### src/rtl/gmii_tx_framer.sv
`default_nettype none
// ============================================================================
// Module   : gmii_tx_framer
// Brief    : GMII byte-stream transmit framer: preamble/SFD, minimum-size
//            padding, CRC-32 FCS, inter-frame gap and underrun abort.
// Revision : 1.0 - initial release
// ============================================================================
module gmii_tx_framer #(
    parameter int min_frame_p = 60,
    parameter int ifg_bytes_p = 12
) (
    input  logic       clk_i,
    input  logic       reset_i,
    input  logic [7:0] data_i,
    input  logic       v_i,
    input  logic       last_i,
    output logic       ready_and_o,
    output logic [7:0] gmii_txd_o,
    output logic       gmii_tx_en_o,
    output logic       gmii_tx_er_o,
    output logic       busy_o,
    output logic       frame_done_o
);

    typedef enum logic [3:0] {
        ST_IDLE     = 4'd0,
        ST_PREAMBLE = 4'd1,
        ST_SFD      = 4'd2,
        ST_DATA     = 4'd3,
        ST_PAD      = 4'd4,
        ST_FCS      = 4'd5,
        ST_ABORT    = 4'd6,
        ST_DRAIN    = 4'd7,
        ST_IFG      = 4'd8
    } state_t;

    localparam logic [10:0] c_min       = 11'(min_frame_p);
    localparam logic [15:0] c_ifg_last  = 16'((ifg_bytes_p > 0) ? ifg_bytes_p - 1 : 0);
    localparam state_t      c_post      = (ifg_bytes_p > 0) ? ST_IFG : ST_IDLE;
    localparam logic [31:0] c_crc_init  = 32'hFFFF_FFFF;

    state_t      r_state, w_state_nxt;
    logic [15:0] r_cnt, w_cnt_nxt;
    logic [10:0] r_byte_cnt, w_byte_cnt_nxt, w_byte_inc;
    logic [31:0] r_crc, w_crc_nxt, w_fcs;
    logic [7:0]  r_txd, w_txd_nxt;
    logic        r_tx_en, w_tx_en_nxt;
    logic        r_tx_er, w_tx_er_nxt;
    logic        r_done, w_done_nxt;

    // Reflected CRC-32, one byte per call, LSB of the byte first.
    function automatic logic [31:0] crc32_byte(input logic [31:0] crc, input logic [7:0] d);
        logic [31:0] c;
        c = crc ^ {24'd0, d};
        for (int k = 0; k < 8; k++) begin
            c = c[0] ? ((c >> 1) ^ 32'hEDB8_8320) : (c >> 1);
        end
        return c;
    endfunction

    assign w_byte_inc = (r_byte_cnt == 11'h7FF) ? r_byte_cnt : r_byte_cnt + 11'd1;
    assign w_fcs      = ~r_crc;

    always_comb begin
        w_state_nxt    = r_state;
        w_cnt_nxt      = r_cnt;
        w_byte_cnt_nxt = r_byte_cnt;
        w_crc_nxt      = r_crc;
        w_txd_nxt      = 8'h00;
        w_tx_en_nxt    = 1'b0;
        w_tx_er_nxt    = 1'b0;
        w_done_nxt     = 1'b0;
        case (r_state)
            ST_IDLE: begin
                if (v_i) begin
                    w_state_nxt = ST_PREAMBLE;
                    w_cnt_nxt   = 16'd0;
                end
            end
            ST_PREAMBLE: begin
                w_txd_nxt   = 8'h55;
                w_tx_en_nxt = 1'b1;
                if (r_cnt == 16'd6) begin
                    w_state_nxt = ST_SFD;
                end else begin
                    w_cnt_nxt = r_cnt + 16'd1;
                end
            end
            ST_SFD: begin
                w_txd_nxt      = 8'hD5;
                w_tx_en_nxt    = 1'b1;
                w_state_nxt    = ST_DATA;
                w_byte_cnt_nxt = 11'd0;
                w_crc_nxt      = c_crc_init;
            end
            ST_DATA: begin
                w_tx_en_nxt = 1'b1;
                if (v_i) begin
                    w_txd_nxt      = data_i;
                    w_byte_cnt_nxt = w_byte_inc;
                    w_crc_nxt      = crc32_byte(r_crc, data_i);
                    if (last_i) begin
                        w_cnt_nxt   = 16'd0;
                        w_state_nxt = (w_byte_inc < c_min) ? ST_PAD : ST_FCS;
                    end
                end else begin
                    // Underrun: the frame is corrupted on the wire and the rest is drained.
                    w_tx_er_nxt = 1'b1;
                    w_done_nxt  = 1'b1;
                    w_state_nxt = ST_ABORT;
                end
            end
            ST_PAD: begin
                w_tx_en_nxt    = 1'b1;
                w_byte_cnt_nxt = w_byte_inc;
                w_crc_nxt      = crc32_byte(r_crc, 8'h00);
                if (w_byte_inc >= c_min) begin
                    w_state_nxt = ST_FCS;
                    w_cnt_nxt   = 16'd0;
                end
            end
            ST_FCS: begin
                w_tx_en_nxt = 1'b1;
                w_txd_nxt   = w_fcs[{r_cnt[1:0], 3'b000} +: 8];
                if (r_cnt[1:0] == 2'd3) begin
                    w_done_nxt  = 1'b1;
                    w_state_nxt = c_post;
                    w_cnt_nxt   = 16'd0;
                end else begin
                    w_cnt_nxt = r_cnt + 16'd1;
                end
            end
            ST_ABORT: begin
                w_state_nxt = ST_DRAIN;
            end
            ST_DRAIN: begin
                if (v_i && last_i) begin
                    w_state_nxt = c_post;
                    w_cnt_nxt   = 16'd0;
                end
            end
            ST_IFG: begin
                if (r_cnt == c_ifg_last) begin
                    w_state_nxt = v_i ? ST_PREAMBLE : ST_IDLE;
                    w_cnt_nxt   = 16'd0;
                end else begin
                    w_cnt_nxt = r_cnt + 16'd1;
                end
            end
            default: begin
                w_state_nxt = ST_IDLE;
            end
        endcase
    end

    always_ff @(posedge clk_i) begin
        if (reset_i) begin
            r_state    <= ST_IDLE;
            r_cnt      <= 16'd0;
            r_byte_cnt <= 11'd0;
            r_crc      <= c_crc_init;
            r_txd      <= 8'h00;
            r_tx_en    <= 1'b0;
            r_tx_er    <= 1'b0;
            r_done     <= 1'b0;
        end else begin
            r_state    <= w_state_nxt;
            r_cnt      <= w_cnt_nxt;
            r_byte_cnt <= w_byte_cnt_nxt;
            r_crc      <= w_crc_nxt;
            r_txd      <= w_txd_nxt;
            r_tx_en    <= w_tx_en_nxt;
            r_tx_er    <= w_tx_er_nxt;
            r_done     <= w_done_nxt;
        end
    end

    assign ready_and_o  = ~reset_i & ((r_state == ST_DATA) | (r_state == ST_DRAIN));
    assign busy_o       = ~reset_i & (r_state != ST_IDLE);
    assign gmii_txd_o   = r_txd;
    assign gmii_tx_en_o = r_tx_en;
    assign gmii_tx_er_o = r_tx_er;
    assign frame_done_o = r_done;

endmodule
`default_nettype wire

### config.mk
export PLATFORM = sky130hd
export DESIGN_NAME = gmii_tx_framer
export DESIGN_NICKNAME = d
export VERILOG_FILES = /design/src/rtl/gmii_tx_framer.sv
export SDC_FILE = /design/constraint.sdc
export NUM_CORES = 1
export LEC_CHECK = 0
export CAP_MARGIN = 0
export CORE_MARGIN = 1.5
export CORE_UTILIZATION = 55
export DETAILED_ROUTE_END_ITERATION = 16
export HOLD_SLACK_MARGIN = 0.02
export PLACE_DENSITY = 0.76
export SYNTH_ARGS = -nofsm -noshare
export SYNTH_HDL_FRONTEND = slang
export SYNTH_SLANG_ARGS = --single-unit
### constraint.sdc
create_clock -name clk_i -period 2.4 [get_ports clk_i]
set_clock_uncertainty 0.2 [all_clocks]
set_input_delay 0.36 -clock clk_i [delete_from_list [all_inputs] [get_ports clk_i]]
set_output_delay 0.36 -clock clk_i [all_outputs]
set_load 0.02 [all_outputs]
==> results.cfg, run 1 <==
[global_routing]
grt_max_degree = 25
track_usage = 0.310
grt_use_met2 = 0.501
grt-busiest-layer = met2
grt_pass1_vias = 5295
use_met1 = 0.415
grt_pass1_wl_um = 26800
grt_antenna_before_repair = 0
met3_usage = 0.0573
grt_overflow = 0

[layout]
drive_above_1_share = 0.231
area_growth_pct = 21.6
stdcell_count = 877
fillerInstances = 803
nNetsFinal = 755
insertedDiodeCount = 0
layout_common_cells = buf_4, xnor2_1, dfxtp_1
design_area_sq_um = 6800
register_area_sq_um = 1490
multi_input_area_sq_um = 3860
layout_commonest_cell = buf_4

[synthesis]
seq_area_frac_synth = 0.265
synth_top_family_by_area = XOR/XNOR gates
syn_area_sq_um = 5590
synth-main-ff-cell = dfxtp_1
synth.avg_cell_area_sq_um = 8.56
synth-simple-area-share = 0.183
yosys_register_bits = 74
ys_warn_count = 0
async_reset_ff_frac = 0
synthMuxAreaShare = 0.0396
syn-instance-count = 653
synth-compound-area-share = 0.211
synth_fa_ha_area_frac = 0.00895
synth_edf_count = 0
ys_types = 72
synth_nets = 669
post_synth_xor_area_fraction = 0.232

[min_path]
hold_class = reg2reg

[setup_path]
crit_required_ns = 2.48
critPathKind = reg2reg
critPathLaunchType = flip-flop
cp-end-kind = flip-flop
cp_max_fo = 7
arrival_ns = 2.40

[timing]
finalHoldViolCount = 0
finalSetupViolCount = 0
tns_ns = 0
fin_crit_sh = 0.968
grt_setup_unrepaired = true
relSlewSlack = 0.639
maxSlewViolCount = 0
tightest_slew_ns = 0.537
fmax_ghz = 0.430
period_needed_ns = 2.32

[run]
maxCapViolations = 0

[clocking]
h-tree-depth = 3
cts_tree = yes
cts_sinks = 74
numCtsBuffers = 9
root_buffer = clkbuf_8
clk_latency_ns = 0.36
path_clk_slew_ns = 0.08
clk_path_buf_depth = 2

[drt]
firstDrtPassIters = 5
drtIter0Drc = 578
drc_errors = 0
vias_per_cell = 6.37
post_drt_wl_per_cell_um = 19.1
final_antenna_net_count = 0
drt_wl_total_um = 16800
vias = 5585

[pwr]
powerDensity_nw_per_um2 = 1080
ir_drop_uv = 486
static-leakage-power_nw = 2.44

[floorplanning]
fp.dieW_um = 104
start_util = 0.569
fp.dieH_um = 104
fp.coreArea_sq_um = 9820
io-pin-count = 25
dieArea_sq_um = 10800
rows = 36

[placed_design]
dp.cells = 861
place_area_sq_um = 6520
gp_congestion = 0.980
hpwlAfterDp_um = 12200
io_buffers = 24

[outcome]
status = completed
[through the flow]
stage | power (mW) | setup WS, ns | utilization | hold slack, ns
2_1_floorplan | 4.73 | 0.0170 | - | 0.235
6_report | 7.34 | 0.0767 | 0.692 | 0.284
5_1_grt | 7.74 | -0.0299 | 0.692 | 0.322
3_3_place_gp | 6.13 | -0.234 | 0.664 | 0.247
4_1_cts | 7.20 | 0.00616 | 0.682 | 0.279
3_5_place_dp | 6.25 | -0.301 | 0.664 | 0.268
[layout make-up]
| class | count | area share |
|---|---|---|
| Inverter | 8 | 0.00442 |
| Timing Repair Buffer | 127 | 0.159 |
| Clock inverter | 6 | 0.00589 |
| Sequential cell | 74 | 0.219 |
| Multi-Input combinational cell | 519 | 0.568 |
| Tap cell | 133 | 0.0245 |
| Clock buffer | 10 | 0.0203 |
[routing by layer]
layer	routed length (um)	vias up	part of all wire
li1	-	2534	-
met1	6720	2640	0.40
met2	7850	340	0.47
met3	1600	71	0.096
met4	581	0	0.035
met5	0	-	0
[repair_timing]
| action | CTS | global route |
|---|---|---|
| gates cloned | 0 | 0 |
| pin swaps | 0 | 1 |
| buffers inserted | 0 | 0 |
| hold buffers | 0 | 0 |
| setup endpoints to repair | 2 | 35 |
| gates resized for setup | 2 | 22 |
[worst max-delay path, cell delays in order (launching register included)]
cell and delay, ns:
dfxtp_2 0.35, ha_1 0.21, and3b_1 0.17, nand4_1 0.17, a221oi_1 0.12, buf_4 0.16, or3_4 0.37, or3_1 0.37
o211ai_1 0.11
[Yosys cell counts (all sizes together), types with 3 or more instances]
cell type / count / area, sq um
inv: 8 / 30.0
nand3: 24 / 120
and3: 6 / 45.0
nor3: 14 / 70.1
mux4: 8 / 180
o221ai: 12 / 105
dfxtp: 74 / 1480
a311oi: 5 / 61.3
or3: 9 / 56.3
o21a: 10 / 75.1
nor4: 4 / 25.0
nand2: 52 / 195
nor2b: 5 / 31.3
a211oi: 11 / 82.6
o211ai: 11 / 82.6
xnor3: 4 / 90.1
nor2: 60 / 225
a21o: 3 / 23.8
xor2: 31 / 305
a221oi: 4 / 35.0
a22oi: 3 / 22.5
clkbuf: 24 / 100
nand4: 9 / 56.3
a211o: 6 / 53.8
a31oi: 9 / 56.3
nand2b: 7 / 43.8
xnor2: 86 / 900
buf: 28 / 210
o32ai: 3 / 26.3
a21oi: 33 / 165
o22ai: 5 / 31.3
ha: 4 / 50.1
o21ai: 41 / 205
a41oi: 3 / 26.3
or4: 3 / 22.5
and3b: 3 / 26.3
mux2i: 3 / 30.0
[where the power goes]
| group | internal [mW] | switching (mW) | total (mW) |
|---|---|---|---|
| Combinational | 2.34 | 2.42 | 4.76 |
| Sequential | 1.41 | 0.257 | 1.67 |
| Clock | 0.404 | 0.519 | 0.923 |
[logic make-up after synthesis]
family,count (synthesis)
mux,12
xor+xnor,121
fa+ha+maj,4
compound gates,173
simple gates,209
flops,74
buf+inv,60
[final timing paths]
path	cells past startpoint	from	end	slack (ns)
min reg2reg	2	r_byte_cnt[10]	r_byte_cnt[10]	0.28
max reg2reg	8	r_cnt[0]	r_cnt[5]	0.08
max	8	r_cnt[0]	r_cnt[5]	0.08
min	2	r_byte_cnt[10]	r_byte_cnt[10]	0.28
[sequential cells by signal, indices dropped and copies added, names as in the netlist]
name / count
gmii_tx_er_o: 1
frame_done_o: 1
r_state: 4
r_cnt: 16
r_byte_cnt: 11
gmii_txd_o: 8
r_crc: 32
gmii_tx_en_o: 1
Note: power is estimated with default switching activity, not from simulation.
==> inputs of run 2 (changes only) <==
ABC_AREA = 1   (was not set)
PLACE_DENSITY = 0.73   (was 0.76)
SLEW_MARGIN = 10   (was not set)
clock period = 2.2 ns   (was 2.4 ns; I/O delays follow)
==> run 2 against run 1 <==
Net effect:
- via count rose by 20%
- sequential cell count is the same
- area after synthesis is 8.5% higher
- sequential power rose by 12%
- sequential share of layout area fell by 2.2 points
- critical path type is now in2reg
- largest power group unchanged
- highest routed layer unchanged
==> results.cfg, run 2 <==
[layout]
layout_common_cells = nand2_1, buf_4, inv_1
top_regs = r_crc (32), r_cnt (16), r_byte_cnt (11)
largest_reg_flops = 32
layout_commonest_cell = nand2_1
post-route-util = 0.710
insertedDiodeCount = 0
area_growth_pct = 26.3
nNetsFinal = 1082
drive_above_1_share = 0.224
largest-register = r_crc
stdcell_count = 1211

[synthesis]
ys_warn_count = 0
async_reset_ff_frac = 0
netlist.area_leader.share = 0.244
seq_area_frac_synth = 0.244
synth_most_common_cell = nand2_1
synth_edf_count = 0
yosysTopAreaCell = dfxtp_1
yosys_register_bits = 74
syn-instance-count = 949
synth_nets = 965
syn_area_sq_um = 6070
yosys-top-cells-count = nand2_1, inv_1, a21oi_1
ys_top_cells_by_area = dfxtp_1, nand2_1, xor2_1
synth-main-ff-cell = dfxtp_1
ys_types = 47
synth.avg_cell_area_sq_um = 6.39

[drt]
post_drt_wl_per_cell_um = 15.8
vias_per_cell = 5.51
firstDrtPassIters = 5
drt_wl_total_um = 19100
drc_errors = 0
vias = 6677
drtIter0Drc = 486
final_antenna_net_count = 0

[clocking]
h-tree-depth = 3
cts_sinks = 74
cts_tree = yes
numCtsBuffers = 9
holdBufCountCts = 0
clk_path_buf_depth = 2
clk_latency_ns = 0.38
path_clk_slew_ns = 0.08
root_buffer = clkbuf_8

[timing]
fmax_ghz = 0.469
tightest_slew_ns = 0.513
grt_setup_unrepaired = true
fin_crit_sh = 0.969
holdWs_ns = 0.202
finalSetupViolCount = 0
finalHoldViolCount = 0
maxSlewViolCount = 0
period_needed_ns = 2.13
relSlewSlack = 0.657

[placed_design]
io_buffers = 24
hpwlAfterDp_um = 13800
gp_congestion = 1.00
dp.cells = 1178

[setup_path]
crit_required_ns = 2.26
critPathLaunchType = input pin
path_cells = clkdlybuf4s50_1 > xnor2_4 > buf_12 > xor2_4 > buf_4 > xor2_1 > a21oi_1 > o21ai_0 > nand2_1 > nand2_1 > nand3_1
crit_slowest_cell = clkdlybuf4s50_1
crit_top_cell = nand2_1
critPathKind = in2reg
critPathBufInv = 3
max_stage_delay_ns = 0.57
arrival_ns = 2.19
cp-end-kind = flip-flop
cpLargestDelayFamily = buffers and inverters
cp_max_fo = 4

[min_path]
hold_class = in2reg

[pwr]
static-leakage-power_nw = 3.48
ir_drop_uv = 791
powerDensity_nw_per_um2 = 1180

[global_routing]
grt_overflow = 0
grt_pass1_wl_um = 30000
track_usage = 0.333
grt_pass1_vias = 6009
grt_antenna_before_repair = 0
grt_max_degree = 28

[floorplanning]
fp.coreArea_sq_um = 10800
fp.dieH_um = 108
start_util = 0.562
fp.dieW_um = 108
dieArea_sq_um = 11700
io-pin-count = 25
rows = 38

[outcome]
status = completed

[run]
maxCapViolations = 0
run 2: kinds of logic after synthesis:
logic type / count (synthesis) / share of synthesized area
and+or+nand+nor: 452 / 0.327
AOI/OAI and AO/OA: 183 / 0.171
buffers and inverters: 135 / 0.0922
xor gates and xnor gates: 101 / 0.158
DFF: 74 / 0.244
adders and majority gates: 4 / 0.00825
run 2: final cells by class:
cell class | instances | area [sq um]
multi-input combinational | 740 | 4140
sequential | 74 | 1510
inverter | 99 | 389
fill | 927 | 3130
tap | 140 | 175
clock buffer | 10 | 138
timing repair buffer | 142 | 1220
clock inverter | 6 | 90.1
run 2: per-layer routing:
| metal | share of wire | wire (um) | GRT usage | vias up |
|---|---|---|---|---|
| met5 | 0 | 0 | 0 | - |
| li1 | - | - | - | 3299 |
| met2 | 0.46 | 8710 | 0.536 | 269 |
| met4 | 0.044 | 833 | 0.179 | 0 |
| met1 | 0.42 | 8100 | 0.428 | 3038 |
| met3 | 0.078 | 1490 | 0.0524 | 71 |
run 2: path summary, 6_finish.rpt:
check	slack, ns	end	depth (start not counted)	from
worst min register to register	0.27	r_byte_cnt[10]	2	r_byte_cnt[10]
worst max-delay path	0.07	r_crc[18]	11	data_i[6]
worst max register to register	0.09	r_cnt[0]	14	r_byte_cnt[6]
worst min-delay path	0.20	gmii_txd_o[4]	3	data_i[4]
run 2: timing repair:
item | 4_1_cts | 5_1_grt
gates resized for setup | 5 | 54
endpoints found under the setup margin | 19 | 35
buffers inserted | 3 | 14
pin swaps | 1 | 18
run 2: power breakdown:
group          total (mW)  switching (mW)  leakage [nW]  internal, mW
clock network        1.26           0.590         0.112         0.672
registers            1.87           0.263         0.607          1.61
logic                5.91            3.44          2.76          2.46
run 2: worst min-delay path, delay by kind of cell:
| kind | cells | cell delay [ns] |
|---|---|---|
| compound gates | 1 | 0.12 |
| buf+inv | 1 | 0.21 |
| simple gates | 1 | 0.08 |
run 2: per-stage QoR:
step                      setup slack [ns]  setup TNS [ns]  cell area, sq um  power [mW]
after floorplan                     0.0890               0              6070        5.48
after global placement              -0.283           -4.19              7110        7.23
after detailed placement            -0.351           -5.67              7110        7.29
after CTS                          0.00751               0              7380        8.67
after global routing               -0.0461          -0.349              7660        9.66
final                               0.0693               0              7660        9.04
